[config.mk]
export PLATFORM = sky130hd
export DESIGN_NAME = sw_event_poller
export DESIGN_NICKNAME = d
export VERILOG_FILES = /design/src/rtl/sw_event_poller.sv
export SDC_FILE = /design/constraint.sdc
export NUM_CORES = 1
export LEC_CHECK = 0
export CAP_MARGIN = 15
export CORE_ASPECT_RATIO = 0.9
export CORE_MARGIN = 3
export CORE_UTILIZATION = 30
export CTS_CLUSTER_DIAMETER = 200
export DETAILED_ROUTE_END_ITERATION = 16
export GPL_ROUTABILITY_DRIVEN = 0
export HOLD_SLACK_MARGIN = 0.08
export PLACE_DENSITY = 0.5
export SYNTH_ARGS = -nofsm -noshare
export SYNTH_HDL_FRONTEND = slang
export SYNTH_SLANG_ARGS = --single-unit
export TNS_END_PERCENT = 1
[constraint.sdc]
create_clock -name clk -period 3.1 [get_ports clk]
set_clock_uncertainty 0.1 [all_clocks]
set_input_delay 0.465 -clock clk [delete_from_list [all_inputs] [get_ports clk]]
set_output_delay 0.465 -clock clk [all_outputs]
set_load 0.02 [all_outputs]
[src/rtl/sw_event_poller.sv]
// Polls the switch PIO edge-capture register, clears it, and queues {level, capture}
// events in a first-word-fall-through FIFO for the consumer.
module sw_event_poller #(
  parameter int POLL_DIV   = 50000,
  parameter int WIDTH      = 10,
  parameter int FIFO_DEPTH = 8
) (
  input  logic                          clk,
  input  logic                          reset,
  input  logic                          enable,
  output logic [1:0]                    avm_address,
  output logic                          avm_chipselect,
  output logic                          avm_write_n,
  output logic [31:0]                   avm_writedata,
  input  logic [31:0]                   avm_readdata,
  output logic                          evt_valid,
  input  logic                          evt_ready,
  output logic [2*WIDTH-1:0]            evt_data,
  output logic [$clog2(FIFO_DEPTH):0]   evt_count,
  output logic                          overflow,
  input  logic                          ovf_clr,
  output logic                          irq
);

  localparam int CNT_W = (POLL_DIV > 1) ? $clog2(POLL_DIV) : 1;
  localparam int PTR_W = $clog2(FIFO_DEPTH);
  localparam logic [CNT_W-1:0] CNT_MAX  = CNT_W'(POLL_DIV - 1);
  localparam logic [PTR_W:0]   FULL_CNT = (PTR_W + 1)'(FIFO_DEPTH);

  typedef enum logic [2:0] {
    S_IDLE, S_RD_CAP, S_LAT_CAP, S_RD_DAT, S_LAT_DAT, S_CLR, S_PUSH
  } state_t;

  state_t                 state_q;
  logic [1:0]             addr_q;
  logic                   cs_q;
  logic                   wr_n_q;
  logic [CNT_W-1:0]       cnt_q, cnt_d;
  logic [WIDTH-1:0]       cap_q, lvl_q;
  logic [2*WIDTH-1:0]     mem_q [FIFO_DEPTH];
  logic [PTR_W-1:0]       wr_ptr_q, wr_ptr_d, rd_ptr_q, rd_ptr_d;
  logic [PTR_W:0]         count_q, count_d;
  logic                   ovf_q;
  logic                   tick, pop, push_req, push_ok, drop;
  logic                   unused_rd;

  assign unused_rd = &{1'b0, avm_readdata};

  // Tick counter: free-running while enabled, parked at zero otherwise
  assign tick  = enable && (cnt_q == CNT_MAX) && (state_q == S_IDLE);
  assign cnt_d = (!enable || cnt_q == CNT_MAX) ? '0 : cnt_q + 1'b1;

  always_ff @(posedge clk) begin
    if (reset) cnt_q <= '0;
    else       cnt_q <= cnt_d;
  end

  // Poll sequencer with registered bus strobes
  always_ff @(posedge clk) begin
    if (reset) begin
      state_q <= S_IDLE;
      addr_q  <= 2'd0;
      cs_q    <= 1'b0;
      wr_n_q  <= 1'b1;
    end else begin
      addr_q <= 2'd0;
      cs_q   <= 1'b0;
      wr_n_q <= 1'b1;
      case (state_q)
        S_IDLE: begin
          if (tick) begin
            state_q <= S_RD_CAP;
            addr_q  <= 2'd3;
            cs_q    <= 1'b1;
          end
        end
        S_RD_CAP: state_q <= S_LAT_CAP;
        S_LAT_CAP: begin
          if (avm_readdata[WIDTH-1:0] != '0) begin
            state_q <= S_RD_DAT;
            cs_q    <= 1'b1;
          end else begin
            state_q <= S_IDLE;
          end
        end
        S_RD_DAT: state_q <= S_LAT_DAT;
        S_LAT_DAT: begin
          state_q <= S_CLR;
          addr_q  <= 2'd3;
          cs_q    <= 1'b1;
          wr_n_q  <= 1'b0;
        end
        S_CLR:   state_q <= S_PUSH;
        S_PUSH:  state_q <= S_IDLE;
        default: state_q <= S_IDLE;
      endcase
    end
  end

  always_ff @(posedge clk) begin
    if (state_q == S_LAT_CAP) cap_q <= avm_readdata[WIDTH-1:0];
    if (state_q == S_LAT_DAT) lvl_q <= avm_readdata[WIDTH-1:0];
  end

  // Event FIFO: fullness is judged after this cycle's pop
  assign pop      = (count_q != '0) && evt_ready;
  assign push_req = (state_q == S_PUSH);
  assign push_ok  = push_req && ((count_q != FULL_CNT) || pop);
  assign drop     = push_req && !push_ok;

  always_comb begin
    wr_ptr_d = wr_ptr_q;
    rd_ptr_d = rd_ptr_q;
    count_d  = count_q;
    if (push_ok) wr_ptr_d = wr_ptr_q + 1'b1;
    if (pop)     rd_ptr_d = rd_ptr_q + 1'b1;
    if (push_ok && !pop)      count_d = count_q + 1'b1;
    else if (!push_ok && pop) count_d = count_q - 1'b1;
  end

  always_ff @(posedge clk) begin
    if (reset) begin
      wr_ptr_q <= '0;
      rd_ptr_q <= '0;
      count_q  <= '0;
      ovf_q    <= 1'b0;
    end else begin
      wr_ptr_q <= wr_ptr_d;
      rd_ptr_q <= rd_ptr_d;
      count_q  <= count_d;
      if (ovf_clr)   ovf_q <= 1'b0;
      else if (drop) ovf_q <= 1'b1;
    end
  end

  always_ff @(posedge clk) begin
    if (push_ok) mem_q[wr_ptr_q] <= {lvl_q, cap_q};
  end

  assign avm_address    = addr_q;
  assign avm_chipselect = cs_q;
  assign avm_write_n    = wr_n_q;
  assign avm_writedata  = 32'd0;
  assign evt_valid      = (count_q != '0);
  assign evt_data       = evt_valid ? mem_q[rd_ptr_q] : '0;
  assign evt_count      = count_q;
  assign overflow       = ovf_q;
  assign irq            = evt_valid & enable;

endmodule

## Word level (Yosys, flattened, before mapping)

Memory sizes are Yosys's and may differ from the RTL's. A register that Yosys moved wholly into a read port is not among the register bits.
Index checks and enable logic that the tools add are counted.

- Add/sub/neg operators: 5
- Eq/ne operators: 9
- Reductions and logical operators: 18
- Bitwise gates (word level): 1
- Mux-type cells: 16

Operators with widths:

| cell | count |
|---|---|
| $mux 20 | 1 |
| $pmux 3 s6 | 1 |
| $add 16x1->16 const B | 1 |
| $eq 16x16->1 const B | 1 |
| $reduce_bool 10->1 | 1 |
| $eq 3x3->1 const B | 3 |
| $mux 3 | 3 |
| $mux 4 | 2 |
| $logic_and 1x1->1 | 7 |
| $add 3x1->3 const B | 2 |
| $eq 3x2->1 const B | 2 |
| $mux 1 | 5 |
| $add 4x1->4 const B | 1 |
| $mux 2 | 2 |
| $ne 4x4->1 const B | 1 |
| $pmux 2 s2 | 1 |
| $reduce_bool 4->1 | 1 |
| $reduce_or 2->1 | 2 |
| $sub 4x1->4 const B | 1 |
| $eq 3x1->1 const B | 1 |
| $logic_not 1->1 | 3 |
| $logic_not 3->1 | 1 |
| $pmux 1 s3 | 1 |
| $logic_or 1x1->1 | 2 |
| other kinds (3) | 3 |

- Output and inout bits: 63
- Bits in registers: 54
- Memories kept: 1
- RAM bits: 160
- Input bits: 37
- Word-level logic and storage cells: 61

Memory list:

| memory | words | width | rd ports | clocked after Yosys merged registers in | wr ports | line | source |
|---|---|---|---|---|---|---|---|
| mem_q | 8 | 20 | 1 | 1 | 1 | 40 | `logic [2*WIDTH-1:0] mem_q [FIFO_DEPTH];` |

## Depth between registers and ports, before layout

Gate-level depths: netlist of run 1.

- Depth after elaboration: 8
- Depth in mapped cells: 11
- Gate-level depth less buffers: 11

## Worst setup path after synthesis of run 1

Ideal clock, no wire load.

- Path kind: register -> register
- Start point: register count_q[0] (netlist: evt_count[0])
- End point: memory mem_q[0][0] (netlist name) (enable)
- Setup slack: -0.372 ns
- Stages on the path, launching flop included: 5
- Library setup time: 0.448 ns
- Clock period less this slack: 3.472 ns
- Data arrival time: 2.924 ns
- Data required time: 2.552 ns
- Cells stage by stage: dfxtp_1 > or3_1 > nor3_1 > nand3b_1 > nor4_1

- Cells in the longest elaborated chain, start to end: 6

Ends and longest elaborated chain:

| item | line | source |
|---|---|---|
| start: declaration | 42 | `logic [PTR_W:0] count_q, count_d;` |
| start signal: assignment | 130 | `count_q <= count_d;` |
| $reduce_bool 4->1 | 106 | `assign pop = (count_q != '0) && evt_ready;` |
| $logic_and 1x1->1 | 106 |  |
| $logic_or 1x1->1 (*) | 108 | `assign push_ok = push_req && ((count_q != FULL_CNT) \|\| pop);` |
| $logic_and 1x1->1 (*) | 108 |  |
| $mux 1 (*) | 137 | `if (push_ok) mem_q[wr_ptr_q] <= {lvl_q, cap_q};` |
| $mux 1 (not written as such) (*) | 137 |  |
| end: declaration | 40 |  |

Mark *: on every way between the ends. The rest lies on a longest branch, timed or not.

==> results of run 1 <==
==> power by group through the flow <==
| stage | Sequential [W] | Clock [W] | Combinational (W) |
|---|---|---|---|
| final | 0.00318 | 0.00277 | 0.00182 |
| after global routing | 0.00319 | 0.00300 | 0.00198 |
| after global placement | 0.00324 | 0 | 0.00187 |
| after CTS | 0.00318 | 0.00286 | 0.00188 |
| after detailed placement | 0.00324 | 0 | 0.00189 |
| after floorplan | 0.00326 | 0 | 0.00113 |
==> worst reg2reg max path: stages, from the launching register on <==
cell	delay (ns)
dfxtp_1	0.36
or3_1	0.40
nor3_1	0.19
nand3b_1	0.18
clkinv_1	0.10
ha_1	0.22
inv_1	0.08
ha_1	0.27
a21oi_1	0.24
a211oi_1	0.11
a31oi_1	0.18
mux2_2	0.35
==> cell usage in the layout, fill, tap and decap left out, drive strengths merged, types with 11 or more instances in the layout <==
cell and count:
nand2 11, nor2 55, buf 21, dfxtp 36, mux4 40, mux2i 22
conb 32, edfxtp 180, clkinv 12, clkbuf 26, xnor2 11, clkdlybuf4s50 33
==> cell families after synthesis <==
kind of cell,synth area share
AO/OA/AOI/OAI,0.0103
XOR/XNOR,0.0185
adder cells (fa/ha/maj),0.0112
buffers and inverters,0.0407
flip-flops,0.719
multiplexers,0.134
other,0.000440
AND/OR/NAND/NOR,0.0663
==> stage by stage <==
step                TNS, ns  total power (W)  cells  hold slack, ns  instance area (sq um)
global placement          0          0.00511    894           0.352                   9460
global route              0          0.00817    936           0.381                  10300
floorplan             -1.20          0.00439    524           0.301                   8650
finish                    0          0.00778    936           0.373                  10300
detailed placement        0          0.00514    894           0.364                   9460
CTS                       0          0.00792    936           0.378                  10200
==> cell type report <==
class	instances	area [sq um]
clock buffer	26	607
inverter	6	22.5
fill	2542	17200
sequential	216	6130
timing repair buffer	66	672
tap	354	443
clock inverter	16	171
multi-input combinational	252	2220
==> worst max-delay path by stage <==
stage,endpoint,startpoint,slack (ns),depth (start not counted)
after floorplan,mem_q[4][0],evt_count[0],-0.06,6
after global routing,evt_data[18],flop,0.009,5
after CTS,evt_data[5],flop,0.003,5
after detailed placement,evt_count[3],evt_ready,0.06,11
final,evt_data[3],flop,0.13,5
after global placement,evt_count[3],evt_ready,0.12,11
==> layer usage <==
| layer | wire length (um) | part of all wire |
|---|---|---|
| met5 | 0 | 0 |
| met4 | 277 | 0.016 |
| met3 | 981 | 0.057 |
| met2 | 7990 | 0.47 |
| met1 | 7920 | 0.46 |
==> state kept, by name (all words and copies together), names as in the netlist, 3 cells and up, named ones only <==
name	flops
mem_q	160
lvl_q	10
cnt_q	16
state_q	3
cap_q	10
evt_count	4
rd_ptr_q	3
wr_ptr_q	3
==> impl_metrics.py, run 1 <==
metrics = {
    "status": {
        "status": "complete, no violations",
    },
    "route": {
        "drtIter0Drc": 195,
        "drc": 0,
        "vias": 4317,
        "firstDrtPassIters": 4,
        "avgRoutedWirePerCell_um": 18.3,
        "routed_wl_mm": 17.2,
        "via_per_inst": 4.61,
        "antenna_left": 0,
    },
    "critical_path": {
        "r2r_slack_ns": 0.23,
        "path_delay_family": "buffers and inverters",
        "reg2reg_from": "evt_count[1]",
        "cpMaxStageDelayCell": "clkdlybuf4s50_1",
        "end_kind": "output pin",
        "critPathKind": "reg -> out",
        "crit_buf_inv": 2,
        "critPathLaunchType": "flop",
        "r2r-end": "evt_count[3]",
        "critPathMaxFanout": 22,
        "critPathRequiredTime_ns": 2.53,
        "critical_path.cell_chain": "buf_12, mux4_2, mux2i_1, nor2_1, clkdlybuf4s50_1",
        "arrival_ns": 2.40,
        "worstRegToRegCells": 11,
        "crit_path_max_incr_delay_ns": 0.54,
    },
    "power_and_ir_drop": {
        "p_sw_frac": 0.271,
        "p_per_area_nw_per_um2": 758,
        "leakage_nw": 3.42,
        "pwr-share-seq": 0.409,
        "combPwrFrac": 0.234,
        "p_switching_w": 0.00211,
        "power.internal_w": 0.00567,
        "peakVddDrop_mv": 0.439,
        "pwr-share-clk": 0.356,
    },
    "timing": {
        "setup_slack_ns": 0.134,
        "setup-violations-final": 0,
        "hold_viol_final": 0,
        "fin_crit_sh": 0.957,
        "drv_slew": 0,
        "period_minus_slack_ns": 2.97,
        "max_freq_ghz": 0.337,
        "rsz0062_at_grt": "no",
    },
    "synthesis": {
        "netlist_area_sq_um": 8530,
        "yosys.area.top_type_share": 0.634,
        "yosys.area.top_type": "edfxtp_1",
        "async_reset_ff_frac": 0,
        "synth_cells": 493,
        "yosys_warnings": 0,
        "syn_avg_cell_area_sq_um": 17.3,
        "synth.distinct_cells": 43,
        "synth_area_leaders": "edfxtp_1, mux4_2, dfxtp_1, buf_4, mux2i_1",
        "synthFlopType": "edfxtp_1",
        "ys_ff_latch": 216,
        "ys_seq_area_frac": 0.719,
        "synthTopCellsByCount": "edfxtp_1, nor2_1, mux4_2",
        "synth_edf_count": 180,
        "yosysMostFrequentCell": "edfxtp_1",
    },
    "global_routing": {
        "grt_pass1_vias": 4551,
        "grt_use_met2": 0.180,
        "met3_usage": 0.0252,
        "gr-usage-met1": 0.161,
        "gr-total-overflow": 0,
        "grt_pass1_wl_mm": 26.8,
        "grt_start_max_net_pins": 41,
        "grt-busiest-layer": "met2",
        "grtUsageTotal": 0.114,
        "antenna_found_initial": 0,
    },
    "die": {
        "row_count": 57,
        "die_width_um": 184,
        "ios": 100,
        "die_area_sq_um": 30500,
        "coreArea_sq_um": 27500,
        "initial_core_util": 0.311,
        "die_h_um": 166,
    },
    "min_path": {
        "hold-path-endpoint": "cnt_q[0]",
        "hold_depth": 1,
        "hp-start": "cnt_q[0]",
        "hold_class": "reg -> reg",
    },
    "clocking": {
        "clkSinkCount": 216,
        "numCtsBuffers": 23,
        "clk_path_buf_depth": 3,
        "path_clk_slew_ns": 0.06,
        "htreeDepth": 1,
        "cts_tree": "yes",
        "post_cts_buffers": 0,
        "cts_resized": 3,
        "cts_root_buf": "clkbuf_16",
        "hold_buffers": 0,
        "clock_latency_ns": 0.51,
    },
    "placed_design": {
        "port_buffers": 45,
        "dpl.hpwl_mm": 10.0,
        "place_ws_ns": 0.0555,
    },
    "finish": {
        "drive_gt1_frac": 0.203,
        "nets": 609,
        "final_util": 0.374,
        "areaGrowthSynthToFinish_pct": 20.4,
        "antennaDiodeCount": 0,
    },
    "run": {
        "drv_cap": 0,
    },
}
No activity file was read; power rests on OpenSTA's default activity.
==> inputs of run 2 (changes only) <==
GPL_ROUTABILITY_DRIVEN = 1   (was 0)
==> results of run 2 <==
The final DEF is identical to that of run 1; final timing and power are the same.
